==> config.mk <==
export PLATFORM = sky130hd
export DESIGN_NAME = fixed_point_accumulator
export DESIGN_NICKNAME = d
export VERILOG_FILES = /design/src/rtl/fixed_point_accumulator.sv
export SDC_FILE = /design/constraint.sdc
export NUM_CORES = 1
export LEC_CHECK = 0
export BUFFER_PORTS_ARGS = -buffer_cell sky130_fd_sc_hd__clkbuf_2
export CAP_MARGIN = 15
export CORE_UTILIZATION = 25
export DETAILED_ROUTE_END_ITERATION = 6
export GPL_ROUTABILITY_DRIVEN = 0
export MAX_ROUTING_LAYER = met4
export PLACE_DENSITY = 0.48
export SYNTH_ARGS = -nofsm -noshare
export SYNTH_HDL_FRONTEND = slang
export SYNTH_SLANG_ARGS = --single-unit
==> constraint.sdc <==
create_clock -name clk -period 3.75 [get_ports clk]
set_input_delay 0.1875 -clock clk [delete_from_list [all_inputs] [get_ports clk]]
set_output_delay 0.1875 -clock clk [all_outputs]
set_load 0.05 [all_outputs]
==> src/rtl/fixed_point_accumulator.sv <==
// Streaming signed accumulator fed by an N-bit adder (a=acc, b=in_data, ci=0).
// Sums one packet of two's-complement beats with optional saturation and
// presents total, beat count and sticky overflow on an output handshake.
//
// state | meaning
// IDLE  | waiting for the first beat of a packet
// ACC   | packet open, adding beats into acc
// HOLD  | result presented, waiting for out_ready
module fixed_point_accumulator #(
    parameter int N     = 32,
    parameter int CNT_W = 8
) (
    input  logic             clk,
    input  logic             rst,
    input  logic             in_valid,
    output logic             in_ready,
    input  logic [N-1:0]     in_data,
    input  logic             in_last,
    input  logic             sat_en,
    output logic             out_valid,
    input  logic             out_ready,
    output logic [N-1:0]     out_data,
    output logic             out_overflow,
    output logic [CNT_W-1:0] out_count
);

    typedef enum logic [1:0] {
        IDLE = 2'd0,
        ACC  = 2'd1,
        HOLD = 2'd2
    } state_t;

    localparam logic [N-1:0]     MAX_POS = {1'b0, {(N-1){1'b1}}};
    localparam logic [N-1:0]     MIN_NEG = {1'b1, {(N-1){1'b0}}};
    localparam logic [CNT_W-1:0] CNT_MAX = {CNT_W{1'b1}};
    localparam logic [CNT_W-1:0] CNT_ONE = {{(CNT_W-1){1'b0}}, 1'b1};

    state_t           state, state_next;
    logic [N-1:0]     acc, acc_next;
    logic [CNT_W-1:0] cnt, cnt_next;
    logic             ovf, ovf_next;
    logic             sat_q, sat_next;

    logic [N-1:0]     sum;
    logic             add_ovf;
    logic [N-1:0]     add_result;
    logic             beat;

    // Adder with carry-in tied low; overflow when like-signed operands
    // produce a result of the opposite sign.
    assign sum        = acc + in_data;
    assign add_ovf    = (acc[N-1] == in_data[N-1]) && (sum[N-1] != acc[N-1]);
    // Clamp direction follows the sign of acc, which equals the operand sign
    // whenever overflow is possible.
    assign add_result = (add_ovf && sat_q) ? (acc[N-1] ? MIN_NEG : MAX_POS) : sum;

    // rst gates the handshakes combinationally so nothing is offered or
    // accepted during a reset cycle, whatever state was left behind.
    assign in_ready     = (state != HOLD) && !rst;
    assign out_valid    = (state == HOLD) && !rst;
    assign beat         = in_valid && in_ready;

    assign out_data     = acc;
    assign out_overflow = ovf;
    assign out_count    = cnt;

    // Next-state and datapath update for each accepted beat / result drain.
    always_comb begin
        state_next = state;
        acc_next   = acc;
        cnt_next   = cnt;
        ovf_next   = ovf;
        sat_next   = sat_q;
        case (state)
            IDLE: begin
                if (beat) begin
                    acc_next   = in_data;
                    cnt_next   = CNT_ONE;
                    ovf_next   = 1'b0;
                    sat_next   = sat_en;
                    state_next = in_last ? HOLD : ACC;
                end
            end
            ACC: begin
                if (beat) begin
                    acc_next   = add_result;
                    cnt_next   = (cnt == CNT_MAX) ? cnt : cnt + CNT_ONE;
                    ovf_next   = ovf | add_ovf;
                    state_next = in_last ? HOLD : ACC;
                end
            end
            HOLD: begin
                if (out_ready) begin
                    state_next = IDLE;
                end
            end
            default: begin
                state_next = IDLE;
            end
        endcase
    end

    // State and accumulator registers; reset discards any partial or pending result.
    always_ff @(posedge clk) begin
        if (rst) begin
            state <= IDLE;
            acc   <= '0;
            cnt   <= '0;
            ovf   <= 1'b0;
            sat_q <= 1'b0;
        end else begin
            state <= state_next;
            acc   <= acc_next;
            cnt   <= cnt_next;
            ovf   <= ovf_next;
            sat_q <= sat_next;
        end
    end

endmodule

==> impl_metrics.env, run 1 <==
export IMPL_critical_path_required_ns=3.92
export IMPL_finalInstanceArea_um2=4468
export IMPL_finalHoldViolations=0
export IMPL_crit_slowest_cell="a221oi_2"
export IMPL_power_density_nw_per_um2=392.7
export IMPL_nNetsFinal=636
export IMPL_worstPathArrival_ns=3.33
export IMPL_tightestPinTransition_ns=0.9631
export IMPL_ant_nets=0
export IMPL_critPathLaunch="out_data[0]"
export IMPL_root_buffer="clkbuf_16"
export IMPL_wirelength_um=12380
export IMPL_grt_max_degree=38
export IMPL_finClkSkew_ns=0.004984
export IMPL_synth_edf_count=0
export IMPL_coreArea_um2=14590
export IMPL_routedWlPerCell_um=16.51
export IMPL_p_int_mw=1.050
export IMPL_die_x_um=124.5
export IMPL_synthFlopType="dfxtp_1"
export IMPL_crit_type="reg -> reg"
export IMPL_ys_ff_latch=44
export IMPL_clock_sinks=44
export IMPL_r2r_cells=10
export IMPL_ys_seq_area_share_pct=23.47
export IMPL_drc_errors=0
export IMPL_yosysTopAreaCell="dfxtp_1"
export IMPL_max_cap_violations=0
export IMPL_grt_pass1_wl_um=20600
export IMPL_layout_commonest_cell="clkbuf_2"
export IMPL_cts_buffers=5
export IMPL_synth_area_leaders="dfxtp_1 23%, ha_1 11%, a21oi_1 7.9%"
export IMPL_htreeDepth=2
export IMPL_clk_path_buf_depth=2
export IMPL_syn_to_final_growth_pct=19.07
export IMPL_seqPwrFrac_pct=30.6
export IMPL_grt_setup_unrepaired="false"
export IMPL_cts_tree="built"
export IMPL_post_synth_num_cell_types=63
export IMPL_chipHeight_um=124.5
export IMPL_worstSetupEndpoint="out_data[30]"
export IMPL_synth_nets=569
export IMPL_grt_total_usage_pct=16.81
export IMPL_io_pins=81
export IMPL_irDropWorstVdd_mv=0.2392
export IMPL_setup_ws_ns=0.5954
export IMPL_ys_warn_count=0
export IMPL_cpLargestDelayFamily="compound AO/OA/AOI/OAI gates"
export IMPL_most_common_layout_cells="80 x clkbuf_2, 59 x a21oi_1, 46 x nor2_1"
export IMPL_min_period_over_period_pct=84.12
export IMPL_setup_viol=0
export IMPL_clock_latency_ns=0.30
export IMPL_routed_via_count=3993
export IMPL_synth_top_area_share_pct=23.47
export IMPL_hold_path_class="in -> reg"
export IMPL_initial_core_util_pct=25.72
export IMPL_path_clk_slew_ns=0.07
export IMPL_n_fill_cell=1571
export IMPL_p_clk_share_pct=30.5
export IMPL_ctsResizeCount=0
export IMPL_rr_startpoint="out_data[0]"
export IMPL_async_flop_share_pct=0
export IMPL_slew_viol_final=0
export IMPL_r2r_slack_ns=0.60
export IMPL_switching_power_mw=0.7044
export IMPL_place_area_um2=4295
export IMPL_cp_max_fo=5
export IMPL_syn_inst=498
export IMPL_layout_drive_gt1_share_pct=18.55
export IMPL_pre_cts_slack_ns=0.6133
export IMPL_synth_area_um2=3752
export IMPL_io_buffers=80
export IMPL_pwr_share_comb_pct=38.9
export IMPL_r2r_end="out_data[30]"
export IMPL_critPathLaunchType="register"
export IMPL_critPathBufInv=0
export IMPL_fmax_ghz=0.3170
export IMPL_worst_path_stages=10
export IMPL_first_pass_iters=5
export IMPL_dr_first_iter_drc_count=181
export IMPL_post_cts_buffers=0
export IMPL_rows=44
export IMPL_worstSetupEndpointType="register"
export IMPL_dp_hpwl_um=9043
export IMPL_period_minus_slack_ns=3.155
export IMPL_overflow=0
export IMPL_power_mw=1.755
export IMPL_grt_pass1_vias=3973
export IMPL_max_stage_delay_ns=0.45
export IMPL_switching_share_pct=40.14
export IMPL_syn_area_per_cell_um2=7.535
export IMPL_dieArea_um2=15500
export IMPL_slew_headroom_pct=35.56
export IMPL_vias_per_cell=5.324
export IMPL_p_leak_nw=1.952
export IMPL_path_cells="ha_1 > fa_1 > a21o_1 > a221oi_2 > o22ai_1 > o21ai_1 > a31oi_1 > a41o_1 > o311a_1 > o2bb2ai_1"
export IMPL_outcome="finished clean"
export IMPL_finalSetupTns_ns=0
export IMPL_holdBufCountCts=0
export IMPL_antenna_found_initial=0
export IMPL_insertedDiodeCount=0
[layout make-up]
cell class / count / area [um^2] / share of cell area, %
Tap cell: 184 / 230.2 / 5.153
Sequential cell: 44 / 880.8 / 19.71
Multi-Input combinational cell: 418 / 2709 / 60.63
Clock buffer: 5 / 125.1 / 2.800
Timing Repair Buffer: 84 / 430.4 / 9.633
Inverter: 12 / 45.04 / 1.008
Clock inverter: 3 / 47.55 / 1.064
[synthesized netlist by cell type, types with 4 or more instances]
| library cell | n |
|---|---|
| nor2_1 | 46 |
| nand3_1 | 9 |
| nand3b_1 | 8 |
| dfxtp_1 | 44 |
| or2_2 | 4 |
| inv_1 | 12 |
| clkbuf_1 | 17 |
| xor2_1 | 15 |
| nor4_1 | 12 |
| nand2_1 | 40 |
| a21o_1 | 14 |
| ha_1 | 32 |
| a21oi_1 | 59 |
| a22oi_1 | 4 |
| o21ai_1 | 10 |
| o211ai_1 | 6 |
| and2_1 | 5 |
| o21ai_0 | 45 |
| xnor2_1 | 11 |
| nand4_1 | 9 |
| a31oi_1 | 9 |
| nor3_1 | 18 |
| o21a_1 | 4 |
[registers in the layout (all words and copies together) (netlist names)]
signal,count
out_count,8
out_overflow,1
state,2
out_data,32
sat_q,1
[per-layer routing]
layer	global-route usage [%]	vias up	wire length [um]
met2	27.10	106	5793
met3	2.620	14	610
met1	21.25	1874	5771
li1	-	1999	-
met4	5.811	0	205
met5	-	-	0
[power by group through the flow]
stage / registers, mW / clock network (mW) / logic (mW)
floorplan: 0.660 / 0 / 0.395
CTS: 0.537 / 0.549 / 0.683
finish: 0.537 / 0.535 / 0.682
global placement: 0.546 / 0 / 0.675
detailed placement: 0.548 / 0 / 0.678
global route: 0.543 / 0.568 / 0.751
[cell families after synthesis]
family | Yosys count | share of synthesized area (%)
mux | 3 | 0.8003
buf+inv | 36 | 4.334
fa+ha+maj | 33 | 11.20
compound gates | 190 | 32.48
flops | 44 | 23.47
xor+xnor | 26 | 6.069
simple gates | 166 | 21.64
[worst min path at each step]
stage,startpoint,end,slack (ns),cells after the start
CTS,in_last,state[0],0.10,2
detailed placement,in_last,state[0],0.42,2
floorplan,in_valid,state[0],0.30,1
finish,in_last,state[0],0.10,2
global placement,in_last,state[0],0.41,2
global route,in_last,state[0],0.13,2
[stage by stage]
stage | util (%) | hold WS (ns) | instances
floorplan | - | 0.3004 | 498
global placement | 29.44 | 0.4119 | 742
detailed placement | 29.44 | 0.4177 | 742
CTS | 30.63 | 0.1007 | 750
global route | 30.63 | 0.1339 | 750
finish | 30.63 | 0.1021 | 750
Note: power is estimated with default switching activity, not from simulation.
==> run 2, diff against run 1 <==
Settings changed: PLACE_DENSITY 0.48 to 0.49.
Clock period 3.75 ns to 2.6 ns, I/O delays scaled along.
==> impl_metrics.env, run 2 (synthesis gave the netlist of run 1 again) <==
export IMPL_cpLargestDelayFamily="compound AO/OA/AOI/OAI gates"
export IMPL_r2r_end="out_data[30]"
export IMPL_grt_setup_unrepaired="true"
export IMPL_dieArea_um2=15500
export IMPL_antenna_found_initial=0
export IMPL_cts_tree="built"
export IMPL_syn_to_final_growth_pct=55.02
export IMPL_worstPathArrival_ns=2.78
export IMPL_cts_buffers=5
export IMPL_tightestPinTransition_ns=1.076
export IMPL_grt_pass1_vias=4482
export IMPL_dp_hpwl_um=10310
export IMPL_min_to="state[0]"
export IMPL_p_int_mw=1.676
export IMPL_clock_latency_ns=0.30
export IMPL_crit_slowest_cell="dfxtp_4"
export IMPL_n_fill_cell=1500
export IMPL_p_clk_share_pct=23.9
export IMPL_final_seq_area_um2=938.4
export IMPL_rr_startpoint="out_data[0]"
export IMPL_vias_per_cell=5.353
export IMPL_max_cap_violations=0
export IMPL_drc_errors=0
export IMPL_outcome="finished clean"
export IMPL_min_period_over_period_pct=99.91
export IMPL_routed_via_count=4523
export IMPL_finalHoldViolations=0
export IMPL_r2r_slack_ns=0.002
export IMPL_first_pass_iters=4
export IMPL_holdBufCountCts=0
export IMPL_switching_share_pct=40.66
export IMPL_hold_path_class="in -> reg"
export IMPL_grt_max_degree=38
export IMPL_layoutNonFillerInstCount=845
export IMPL_dpl_cell_count=818
export IMPL_switching_power_mw=1.148
export IMPL_io_buffers=80
export IMPL_layout_drive_gt1_share_pct=43.87
export IMPL_critPathLaunchType="register"
export IMPL_pwr_share_comb_pct=48.6
export IMPL_io_pins=81
export IMPL_setup_viol=0
export IMPL_chipHeight_um=124.5
export IMPL_period_minus_slack_ns=2.598
export IMPL_irDropWorstVdd_mv=0.2822
export IMPL_seqPwrFrac_pct=27.5
export IMPL_nNetsFinal=731
export IMPL_dr_first_iter_drc_count=214
export IMPL_htreeDepth=2
export IMPL_grt_pass1_wl_um=22630
export IMPL_slew_viol_final=0
export IMPL_worstSetupEndpointType="register"
export IMPL_insertedDiodeCount=0
export IMPL_min_delay_start="in_last"
export IMPL_power_density_nw_per_um2=485.5
export IMPL_critical_path_required_ns=2.78
export IMPL_hold_slack_ns=0.05817
export IMPL_multi_input_area_um2=3228
export IMPL_crit_type="reg -> reg"
export IMPL_layout_commonest_cell="buf_4"
export IMPL_slew_headroom_pct=27.98
export IMPL_clk_path_buf_depth=2
export IMPL_wirelength_um=14310
export IMPL_holdPathStages=2
export IMPL_grt_total_usage_pct=18.41
export IMPL_largest_register_ffs=32
export IMPL_p_leak_nw=2.474
export IMPL_path_cells="ha_4 > fa_2 > a21o_1 > a221oi_4 > o22ai_4 > o21ai_4 > a31oi_4 > a41o_1 > o311a_1 > o2bb2ai_1"
export IMPL_initial_core_util_pct=25.72
export IMPL_coreArea_um2=14590
export IMPL_cp_max_fo=3
export IMPL_finClkSkew_ns=0.01041
export IMPL_root_buffer="clkbuf_16"
export IMPL_most_common_layout_cells="84 x buf_4, 80 x clkbuf_2, 45 x nor2_1"
export IMPL_path_clk_slew_ns=0.06
export IMPL_die_x_um=124.5
export IMPL_max_stage_delay_ns=0.35
export IMPL_fmax_ghz=0.3849
export IMPL_critPathBufInv=0
export IMPL_rows=44
export IMPL_clock_sinks=44
export IMPL_r2r_cells=10
export IMPL_overflow=0
export IMPL_ant_nets=0
export IMPL_routedWlPerCell_um=16.93
-- run 2: cell types whose count changed in the layout (fill, tap and decap cells not counted), sizes merged --
cell / change
buf: +93
clkbuf: +4
clkinv: -2
bufinv: -1
o21a: +1
-- run 2: timing repair --
item,CTS,global route
endpoints found under the setup margin,31,32
hold endpoints to repair,0,0
setup buffers,9,7
pin swaps,15,27
gates resized for setup,24,85
cloned,0,3
-- run 2: area by class of cell --
type | count | area share (%)
clock buffers | 8 | 2.517
inverters | 12 | 0.7744
multi-input cells | 419 | 55.50
flip-flops and latches | 44 | 16.13
well taps | 184 | 3.958
repair buffers | 178 | 21.12
-- run 2: how the worst max path moves through the flow --
stage	start	to	slack, ns	cells after the start
final	out_data[0]	out_data[30]	0.002	10
after global routing	out_data[4]	out_data[3]	-0.10	11
after CTS	out_data[8]	out_data[8]	-0.002	10
after detailed placement	out_data[22]	out_data[16]	-0.18	10
after global placement	out_data[10]	out_data[21]	-0.07	10
after floorplan	out_data[0]	out_data[30]	0.002	10
-- run 2: power groups by stage --
stage               logic [mW]  registers [mW]  clock network [mW]
finish                    1.37           0.777               0.675
global route              1.48           0.785               0.729
CTS                       1.22           0.772               0.702
detailed placement        1.17           0.787                   0
global placement          1.16           0.786                   0
floorplan                0.581           0.960                   0
-- run 2: routing by layer --
layer / part of all wire (%) / up-vias / global-route usage [%]
met5: 0 / - / -
met4: 2.1 / 0 / 4.890
met3: 4.7 / 21 / 3.866
met2: 46 / 119 / 30.00
met1: 47 / 2182 / 22.95
li1: - / 2201 / -
-- run 2: through the flow --
stage	util [%]	power (mW)	setup WS, ns	instance area, um^2	TNS, ns
finish	39.87	2.824	0.002238	5817	0
global route	39.87	2.993	-0.1034	5817	-1.368
CTS	36.35	2.689	-0.001788	5303	-0.001788
detailed placement	34.24	1.954	-0.1805	4995	-2.833
global placement	34.24	1.946	-0.06944	4995	-0.5007
floorplan	-	1.541	0.002169	3857	0
